===== src/rtl/byte_packer.sv =====
// byte_packer: packs an 8-bit byte stream into 32-bit words.
//
// The first byte of a word lands in out[7:0], the last in out[31:24]. A word is
// emitted when four bytes have been collected or when a byte arrives with
// in_last set; unused upper lanes of a short word are filled with PAD_BYTE.
// The output register is a single-entry skid-free stage: a new byte is only
// accepted when the output register is empty or being drained this cycle.
//
// Ports:
//   clk        rising-edge clock for all state
//   rst_n      synchronous active-low reset
//   in_        input byte
//   in_valid   in_ is valid
//   in_last    in_ is the final byte of a packet (qualified by in_valid)
//   in_ready   block can accept a byte this cycle
//   out        packed word
//   out_valid  out is valid
//   out_ready  downstream accepts the word this cycle
//   out_last   word ends a packet
//   out_nbytes number of valid bytes in out (1..4)
module byte_packer #(
    parameter logic [7:0] PAD_BYTE = 8'h00
) (
    input  logic        clk,
    input  logic        rst_n,
    input  logic [7:0]  in_,
    input  logic        in_valid,
    input  logic        in_last,
    output logic        in_ready,
    output logic [31:0] out,
    output logic        out_valid,
    input  logic        out_ready,
    output logic        out_last,
    output logic [2:0]  out_nbytes
);

    logic [2:0][7:0] lanes_q, lanes_d;
    logic [1:0]      cnt_q, cnt_d;
    logic [31:0]     out_d;
    logic            valid_d;
    logic            last_d;
    logic [2:0]      nbytes_d;

    logic            byte_fire;
    logic            word_fire;
    logic            complete;
    logic [31:0]     new_word;

    // Ready depends only on the output register, never on the input side.
    assign in_ready  = !out_valid || out_ready;
    assign byte_fire = in_valid && in_ready;
    assign word_fire = out_valid && out_ready;
    assign complete  = byte_fire && ((cnt_q == 2'd3) || in_last);

    // Word formed from the lanes already assembled, the incoming byte in lane
    // cnt_q, and padding above it.
    always_comb begin
        new_word = {4{PAD_BYTE}};
        for (int i = 0; i < 3; i++) begin
            if (2'(i) < cnt_q) begin
                new_word[8*i +: 8] = lanes_q[i];
            end else if (2'(i) == cnt_q) begin
                new_word[8*i +: 8] = in_;
            end else begin
                new_word[8*i +: 8] = PAD_BYTE;
            end
        end
        new_word[31:24] = (cnt_q == 2'd3) ? in_ : PAD_BYTE;
    end

    always_comb begin
        lanes_d  = lanes_q;
        cnt_d    = cnt_q;
        out_d    = out;
        valid_d  = out_valid;
        last_d   = out_last;
        nbytes_d = out_nbytes;

        if (complete) begin
            // Completing byte wins over a concurrent drain: valid stays high.
            out_d    = new_word;
            nbytes_d = {1'b0, cnt_q} + 3'd1;
            last_d   = in_last;
            valid_d  = 1'b1;
            cnt_d    = 2'd0;
        end else begin
            if (byte_fire) begin
                lanes_d[cnt_q] = in_;
                cnt_d          = cnt_q + 2'd1;
            end
            if (word_fire) begin
                valid_d = 1'b0;
            end
        end
    end

    always_ff @(posedge clk) begin
        if (!rst_n) begin
            lanes_q    <= '0;
            cnt_q      <= 2'd0;
            out        <= 32'h0;
            out_valid  <= 1'b0;
            out_last   <= 1'b0;
            out_nbytes <= 3'd0;
        end else begin
            lanes_q    <= lanes_d;
            cnt_q      <= cnt_d;
            out        <= out_d;
            out_valid  <= valid_d;
            out_last   <= last_d;
            out_nbytes <= nbytes_d;
        end
    end

endmodule

===== config.mk =====
export PLATFORM = sky130hd
export DESIGN_NAME = byte_packer
export DESIGN_NICKNAME = d
export VERILOG_FILES = /design/src/rtl/byte_packer.sv
export SDC_FILE = /design/constraint.sdc
export NUM_CORES = 1
export LEC_CHECK = 0
export ABC_AREA = 1
export BUFFER_PORTS_ARGS = -buffer_cell sky130_fd_sc_hd__buf_2
export CORE_ASPECT_RATIO = 0.75
export CORE_MARGIN = 2
export CORE_UTILIZATION = 40
export DETAILED_ROUTE_END_ITERATION = 8
export HOLD_SLACK_MARGIN = 0.03
export SYNTH_ARGS = -nofsm -noshare
export SYNTH_HDL_FRONTEND = slang
export SYNTH_SLANG_ARGS = --single-unit

===== constraint.sdc =====
create_clock -name clk -period 2 [get_ports clk]
set_input_delay 0.3 -clock clk [delete_from_list [all_inputs] [get_ports clk]]
set_output_delay 0.3 -clock clk [all_outputs]
set_load 0.02 [all_outputs]

==> results.yml, run 1 <==
finish:
  mostFrequentLayoutCells: "nor2_1, nand2_1, dfxtp_1"
  fill_cells: 756
  final_cells: 532
  antenna_cells: 0
  ff_latch_area_um2: 1260
  final_nets: 460
  fin_util_pct: 48.5
  multiInputGateArea_um2: 1340
  drive_gt1_share_pct: 20.5
  synthToLayoutAreaGrowth_pct: 17.3
  final_common_cell: "nor2_1"
place:
  gp_congestion: 0.881
  dpl.hpwl_um: 5140
  portBuffers: 50
  dpl.cell_count: 516
  pre_cts_ws_ns: 0.343
setup_path:
  crit_path_end_kind: "register"
  crit_chain: "inv_2, ha_1, inv_1, nor2_4, nor2_1, nor2_1"
  r2r_cells: 6
  path_delay_family: "adder cells"
  crit_cells: 6
  reg2reg_from: "cnt_q[1]"
  rr_endpoint: "lanes_q[11]"
  arrival_ns: 1.96
  crit_slowest_cell: "ha_1"
  rrSetupSlack_ns: 0.32
  critPathLaunchType: "register"
  crit_start: "cnt_q[1]"
  crit_fanout: 17
  cpPeakStageDelay_ns: 0.53
  critical_path_buf_inv_count: 2
  cp-endpoint: "lanes_q[11]"
  critPathRequiredTime_ns: 2.28
  crit_top_cell: "nor2_1"
  critPathKind: "reg -> reg"
drt:
  dr.first_iter.drc_count: 135
  avgViaCountPerCell: 4.94
  totalWireLength_um: 7310
  final_antenna_net_count: 0
  drc: 0
  wl_per_cell_um: 13.7
  dr.pass1.iters: 4
  vias: 2630
timing:
  fin_ws_ns: 0.321
  rsz0062_at_grt: "no"
  finalSetupTns_ns: 0
  finalHoldViolations: 0
  setup_viol: 0
  timing.final.max_slew_violations: 0
  finClkSkew_ns: 0.00639
  worst_pin_slew_ns: 0.547
  fin_crit_ns: 1.68
  slew_headroom_pct: 63.5
  max_freq_ghz: 0.596
  fin_crit_sh_pct: 83.9
cts:
  cts_hold_buf: 0
  htree_levels: 3
  clockBufferDepth: 2
  cts_buffers: 9
  clkTransAtPathRegs_ns: 0.07
  clk_latency_ns: 0.35
  cts_tree: "yes"
  cts_resized: 0
  cts_root_buffer: "clkbuf_8"
  cts.sinks: 63
  cts_setup_buffers: 0
logic_synthesis:
  synth_top_family_by_area: "simple AND/OR/NAND/NOR gates"
  yosys_warnings: 0
  yosys_register_bits: 63
  seq_area_frac_synth_pct: 44.9
  synth-xor-area-share_pct: 0
  muxShareOfSynthArea_pct: 0
  synth_compound_area_share_pct: 8.68
  synth_cells: 396
  synthSimpleGateAreaFrac_pct: 37.2
  synthAdderAreaFrac_pct: 1.78
  synth.distinct_cells: 20
  postSynthAreaPerCell_um2: 7.10
  syn_nets: 413
  syn_area_um2: 2810
power:
  total_power_mw: 2.81
  clockPowerShare_pct: 38.3
  p_leak_nw: 1.57
  ir_drop_uv: 409
  power_switching_mw: 0.771
  pwr-share-comb_pct: 13.8
  pwr_density_cell_nw_per_um2: 852
  p_seq_share_pct: 47.8
  internal_power_mw: 2.04
  swShare_pct: 27.5
grt:
  grt_pass1_vias: 2393
  antenna_found_initial: 0
  grt_max_degree: 27
  grt_pass1_wl_um: 12100
  overflow: 0
  grt.total_usage_pct: 20.5
min_path:
  holdCritPathClass: "in -> reg"
floorplanning:
  die_w_um: 101
  pin_count: 51
  coreArea_um2: 6800
  dieArea_um2: 7720
  die-height_um: 76.6
  start_util_pct: 41.3
  rows: 26
run:
  cap_violations: 0
outcome:
  status: "complete, no violations"
-- layout make-up --
cell class | instances | share of cell area [%]
clock buffers | 12 | 4.40
clock inverters | 4 | 1.37
inverters | 18 | 2.05
multi-input cells | 290 | 40.6
flip-flops and latches | 63 | 38.3
well taps | 84 | 3.19
repair buffers | 61 | 10.1
-- per-stage QoR --
step	hold slack, ns	instance area [µm²]
finish	0.251	3300
global route	0.244	3300
CTS	0.231	3300
detailed placement	0.454	3110
global placement	0.450	3110
floorplan	0.433	2810
-- power groups by stage --
| stage | Clock, mW | Sequential, mW | Combinational [mW] |
|---|---|---|---|
| 2_1_floorplan | 0 | 1.41 | 0.227 |
| 3_3_place_gp | 0 | 1.37 | 0.385 |
| 3_5_place_dp | 0 | 1.37 | 0.388 |
| 4_1_cts | 1.11 | 1.34 | 0.389 |
| 5_1_grt | 1.17 | 1.35 | 0.434 |
| 6_report | 1.08 | 1.34 | 0.389 |
-- worst reg2reg max path: stages, from the launching register on --
cell and delay (ns):
dfxtp_1 0.36, inv_2 0.17, ha_1 0.53, inv_1 0.15
nor2_4 0.24, nor2_1 0.07, nor2_1 0.11
-- worst min-delay path by stage --
| stage | from | to | cells past startpoint |
|---|---|---|---|
| floorplan | in_[0] | out[24] | 2 |
| finish | in_last | out_last | 3 |
| global route | in_[2] | out[26] | 3 |
| detailed placement | out_last | out_last | 2 |
| CTS | in_[5] | out[29] | 3 |
| global placement | out_nbytes[1] | out_nbytes[1] | 2 |
-- kinds of logic after synthesis --
kind of cell,count (synthesis)
buffers and inverters,43
AND/OR/NAND/NOR,238
flip-flops,63
adder cells (fa/ha/maj),4
AO/OA/AOI/OAI,48
-- synthesized netlist by cell type --
cell type,count,area [µm²]
a21oi_1,7,35.0
a21oi_2,1,8.76
buf_1,2,7.51
buf_2,12,60.1
buf_4,5,37.5
buf_6,2,22.5
clkbuf_1,4,15.0
dfxtp_1,63,1260
ha_1,4,50.1
inv_1,12,45.0
inv_2,6,22.5
nand2_1,84,315
nand2_2,4,25.0
nand3_1,24,120
nand3_4,1,17.5
nand4_1,24,150
nor2_1,96,360
nor2_4,5,56.3
o21ai_0,32,160
o21ai_1,8,40.0
-- registers in the layout, indices dropped and copies added (netlist names) --
name,flops
out_last,1
lanes_q,24
cnt_q,2
out_nbytes,3
out_valid,1
out,32
-- routing by layer --
metal	vias up	global-route usage (%)	routed length (µm)
li1	1374	-	-
met1	1176	28.9	3550
met2	74	29.1	3140
met3	6	7.06	546
met4	0	6.58	73
met5	-	0	0
Note: power is estimated with default switching activity, not from simulation.
==> run 2, diff against run 1 <==
Settings changed: ABC_AREA 1 to 0.
Clock period 2 ns to 1.67 ns, I/O delays scaled along.
==> run 2 against run 1 <==
Against the previous run:
- global-route usage shrank 0.33 points
- total power grew 18%
- hold slack lost 0.027 ns
- wire length grew 3.6%
- synthesized cell count shrank 31%
- critical path type is now reg -> out
==> results.yml, run 2 <==
timing:
  fin_crit_sh_pct: 96.3
  finalHoldViolations: 0
  fin_ws_ns: 0.0621
  finClkSkew_ns: 0.00580
  max_freq_ghz: 0.622
  rsz0062_at_grt: "no"
  slew_headroom_pct: 72.7
  holdWs_ns: 0.223
  fin_crit_ns: 1.61
  worst_pin_slew_ns: 0.409
  timing.final.max_slew_violations: 0
  finalSetupTns_ns: 0
  setup_viol: 0
grt:
  antenna_found_initial: 0
  grt_pass1_vias: 2187
  grt_max_degree: 37
  grt_pass1_wl_um: 12000
  grt.total_usage_pct: 20.2
  overflow: 0
cts:
  cts_root_buffer: "clkbuf_8"
  clkTransAtPathRegs_ns: 0.07
  cts_tree: "yes"
  htree_levels: 3
  cts_hold_buf: 0
  cts_buffers: 9
  cts_resized: 0
  cts_setup_buffers: 0
  clockBufferDepth: 2
  cts.sinks: 63
  clk_latency_ns: 0.34
floorplanning:
  rows: 26
  dieArea_um2: 7890
  start_util_pct: 41.7
  coreArea_um2: 6900
  die-height_um: 77.4
  pin_count: 51
  die_w_um: 102
place:
  placed_area_um2: 3260
  pre_cts_ws_ns: 0.134
  portBuffers: 50
  gp_congestion: 0.832
  dpl.cell_count: 415
  dpl.hpwl_um: 5320
power:
  ir_drop_uv: 472
  p_leak_nw: 1.50
  total_power_mw: 3.31
  pwr_density_cell_nw_per_um2: 965
run:
  cap_violations: 0
setup_path:
  crit_chain: "nor2b_1, buf_4, inv_6, buf_2"
  reg2reg_from: "cnt_q[0]"
  crit_start: "out_valid"
  critPathLaunchType: "register"
  crit_path_end_kind: "primary output"
  rrSetupSlack_ns: 0.11
  crit_slowest_cell: "dfxtp_1"
  arrival_ns: 1.36
  critPathRequiredTime_ns: 1.42
  cpPeakStageDelay_ns: 0.31
  crit_fanout: 24
  critPathKind: "reg -> out"
logic_synthesis:
  synth_top_area_share_pct: 43.8
  synth_edf_count: 0
  async_flop_share_pct: 0
  synth_cells: 274
  synthTopCellsByCount: "dfxtp_1, a31oi_1, nand2_1"
  syn_nets: 291
  synth_area_leader_cell: "dfxtp_1"
  synth_flop_cell: "dfxtp_1"
  synth.distinct_cells: 35
  seq_area_frac_synth_pct: 43.8
  syn_area_um2: 2880
  yosys_register_bits: 63
  post-synth-top-count-cell: "dfxtp_1"
  yosys_warnings: 0
  synth_area_leaders: "dfxtp_1, mux2i_1, a31oi_1, a211oi_2, nand2_1"
  postSynthAreaPerCell_um2: 10.5
drt:
  dr.pass1.iters: 4
  dr.first_iter.drc_count: 99
  drc: 0
  final_antenna_net_count: 0
  wl_per_cell_um: 17.7
  avgViaCountPerCell: 5.31
  vias: 2280
  totalWireLength_um: 7570
finish:
  largest_reg_flops: 32
  top_regs: "out: 32 flops, lanes_q: 24 flops, out_nbytes: 3 flops"
  largest-register: "out"
  final_cells: 429
  drive_gt1_share_pct: 32.3
  final_common_cell: "dfxtp_1"
  mostFrequentLayoutCells: "dfxtp_1, buf_2, a31oi_1"
  fin_area_um2: 3430
  fin_util_pct: 49.7
  synthToLayoutAreaGrowth_pct: 19.3
  final_nets: 344
  antenna_cells: 0
  fill_cells: 663
min_path:
  min_from: "in_[0]"
  holdCritPathClass: "in -> reg"
outcome:
  status: "complete, no violations"
-- run 2: area by class of cell --
type                            instances  area (µm²)  area share, %
Tap cell                               98         123           3.57
Multi-Input combinational cell        182        1440           41.9
Inverter                                6        32.5          0.948
Clock buffer                           15         176           5.14
Timing Repair Buffer                   65         400           11.7
Sequential cell                        63        1260           36.8
-- run 2: kinds of logic (layout without fill, tap and decap cells) --
logic type | after synthesis | in the layout | synth area share, %
AND/OR/NAND/NOR | 62 | 62 | 13.0
multiplexers | 33 | 33 | 11.5
AO/OA/AOI/OAI | 83 | 83 | 23.7
flip-flops | 63 | 63 | 43.8
adder cells (fa/ha/maj) | 4 | 4 | 1.74
buffers and inverters | 29 | 86 | 6.18
-- run 2: final timing paths --
kind / to / cells after the start
worst max-delay path: in_ready / 4
worst min-delay path: out[24] / 2
worst max register to register: out[25] / 6
worst min register to register: lanes_q[21] / 2
-- run 2: per-layer routing --
layer  track usage (%)  vias to the layer above  wire (µm)
li1                  -                     1123          -
met1              30.5                     1089       3810
met2              27.1                       61       3150
met3              6.85                        7        541
met4              4.80                        0         74
met5                 0                        -          0
-- run 2: power by group --
part           switching, mW  internal, mW  total, mW  leakage [nW]
sequential            0.0335          1.57       1.60         0.513
combinational          0.318         0.181      0.499         0.901
clock                  0.558         0.655       1.21        0.0898
total                  0.910          2.40       3.31          1.50
-- run 2: critical path, delay by kind of cell, from the launching register on --
kind | cells | cell delay, ns
flip-flops | 1 | 0.31
buffers and inverters | 3 | 0.57
AND/OR/NAND/NOR | 1 | 0.12
==> run 3, diff against run 2 <==
Clock period 1.67 ns to 1.8 ns, I/O delays scaled along.
==> run 3 against run 2 <==
Against the previous run:
- total power is 4.2% lower
- sequential power decreased by 8%
- critical path type unchanged
- worst setup slack improved by 0.021 ns
- register-to-register slack improved by 0.05 ns
- critical endpoint unchanged
- clock power barely moved
==> results.yml, run 3 (synthesized netlist as in run 2, its figures left out) <==
grt:
  grt_pass1_wl_um: 12000
  antenna_found_initial: 0
  grt_max_degree: 34
  grt.total_usage_pct: 20.2
  overflow: 0
  grt_pass1_vias: 2149
cts:
  cts_resized: 0
  htree_levels: 3
  clk_latency_ns: 0.35
  cts_root_buffer: "clkbuf_8"
  clockBufferDepth: 2
  cts_hold_buf: 0
  clkTransAtPathRegs_ns: 0.07
  cts_setup_buffers: 0
  cts.sinks: 63
  cts_buffers: 9
  cts_tree: "yes"
setup_path:
  critPathRequiredTime_ns: 1.53
  critPathLaunchType: "register"
  rrSetupSlack_ns: 0.16
  critPathKind: "reg -> out"
  rr_endpoint: "out[31]"
  r2r_cells: 4
  reg2reg_from: "cnt_q[0]"
  crit_path_end_kind: "primary output"
  arrival_ns: 1.45
  crit_fanout: 33
timing:
  worst_pin_slew_ns: 0.521
  finalSetupTns_ns: 0
  fin_crit_ns: 1.72
  setup_viol: 0
  slew_headroom_pct: 65.0
  finalHoldViolations: 0
  rsz0062_at_grt: "no"
  max_freq_ghz: 0.582
  timing.final.max_slew_violations: 0
  fin_crit_sh_pct: 95.4
  finClkSkew_ns: 0.00783
place:
  dpl.hpwl_um: 5320
  portBuffers: 50
  placed_area_um2: 3230
  gp_congestion: 0.939
floorplanning:
  die-height_um: 77.4
  coreArea_um2: 6900
  die_w_um: 102
  dieArea_um2: 7890
  pin_count: 51
  start_util_pct: 41.7
  rows: 26
finish:
  final_common_cell: "dfxtp_1"
  top_regs: "out: 32 flops, lanes_q: 24 flops, out_nbytes: 3 flops"
  antenna_cells: 0
  drive_gt1_share_pct: 32.8
  largest_reg_flops: 32
  fin_area_um2: 3420
  synthToLayoutAreaGrowth_pct: 19.0
  largest-register: "out"
  mostFrequentLayoutCells: "dfxtp_1, buf_2, a31oi_1"
  fill_cells: 664
  final_nets: 342
min_path:
  hold_path_end: "out[24]"
  holdPathStages: 2
  holdCritPathClass: "in -> reg"
  min_from: "in_[0]"
power:
  power_switching_mw: 0.856
  p_seq_share_pct: 46.8
  pwr-share-comb_pct: 14.4
  pwr_density_cell_nw_per_um2: 927
  ir_drop_uv: 395
  internal_power_mw: 2.32
  swShare_pct: 27.0
  clockPowerShare_pct: 38.8
  p_leak_nw: 1.50
drt:
  drc: 0
  dr.pass1.iters: 4
  vias: 2299
  wl_per_cell_um: 17.6
  avgViaCountPerCell: 5.38
  totalWireLength_um: 7530
  dr.first_iter.drc_count: 206
  final_antenna_net_count: 0
outcome:
  status: "complete, no violations"
run:
  cap_violations: 0
==> run 3: worst max-delay path, stage by stage, from the launching register on <==
cell     delay (ns)
dfxtp_1        0.31
nor2b_1        0.12
buf_4          0.18
inv_6          0.25
buf_2          0.23
==> run 3: final cells by class <==
class | count | area [µm²] | share of cell area (%)
timing repair buffer | 63 | 373 | 10.9
tap | 98 | 123 | 3.58
sequential | 63 | 1260 | 36.8
multi-input combinational | 182 | 1440 | 42.0
clock inverter | 4 | 45.0 | 1.32
clock buffer | 11 | 151 | 4.42
inverter | 6 | 32.5 | 0.950
==> run 3: worst max path at each step <==
stage / from / endpoint / depth (start not counted)
CTS: out_valid / in_ready / 4
global route: out_valid / in_ready / 4
detailed placement: cnt_q[0] / out[27] / 4
global placement: cnt_q[1] / lanes_q[13] / 5
floorplan: cnt_q[1] / out[10] / 5
finish: out_valid / in_ready / 4
==> run 3: routing by layer <==
layer	global-route usage (%)	vias to the layer above	share of wire [%]
met5	0	-	0
met4	5.33	0	0.58
met3	7.30	4	8.3
met2	26.0	86	42
met1	31.2	1093	49
li1	-	1116	-
==> run 3: power by group through the flow <==
| stage | Sequential [mW] | Combinational (mW) | Clock, mW |
|---|---|---|---|
| after global placement | 1.51 | 0.453 | 0 |
| after detailed placement | 1.52 | 0.456 | 0 |
| final | 1.48 | 0.458 | 1.23 |
| after global routing | 1.49 | 0.493 | 1.32 |
| after CTS | 1.48 | 0.459 | 1.26 |
| after floorplan | 1.56 | 0.264 | 0 |
==> run 3: stage by stage <==
step                util [%]  setup slack [ns]  total power [mW]  cells  hold WS [ns]
CTS                     49.6            0.0757              3.20    427         0.232
global route            49.6           0.00771              3.31    427         0.228
finish                  49.6            0.0830              3.17    427         0.238
detailed placement      46.8             0.189              1.97    412         0.452
floorplan                  -             0.272              1.83    274         0.403
global placement        46.8             0.217              1.97    412         0.445
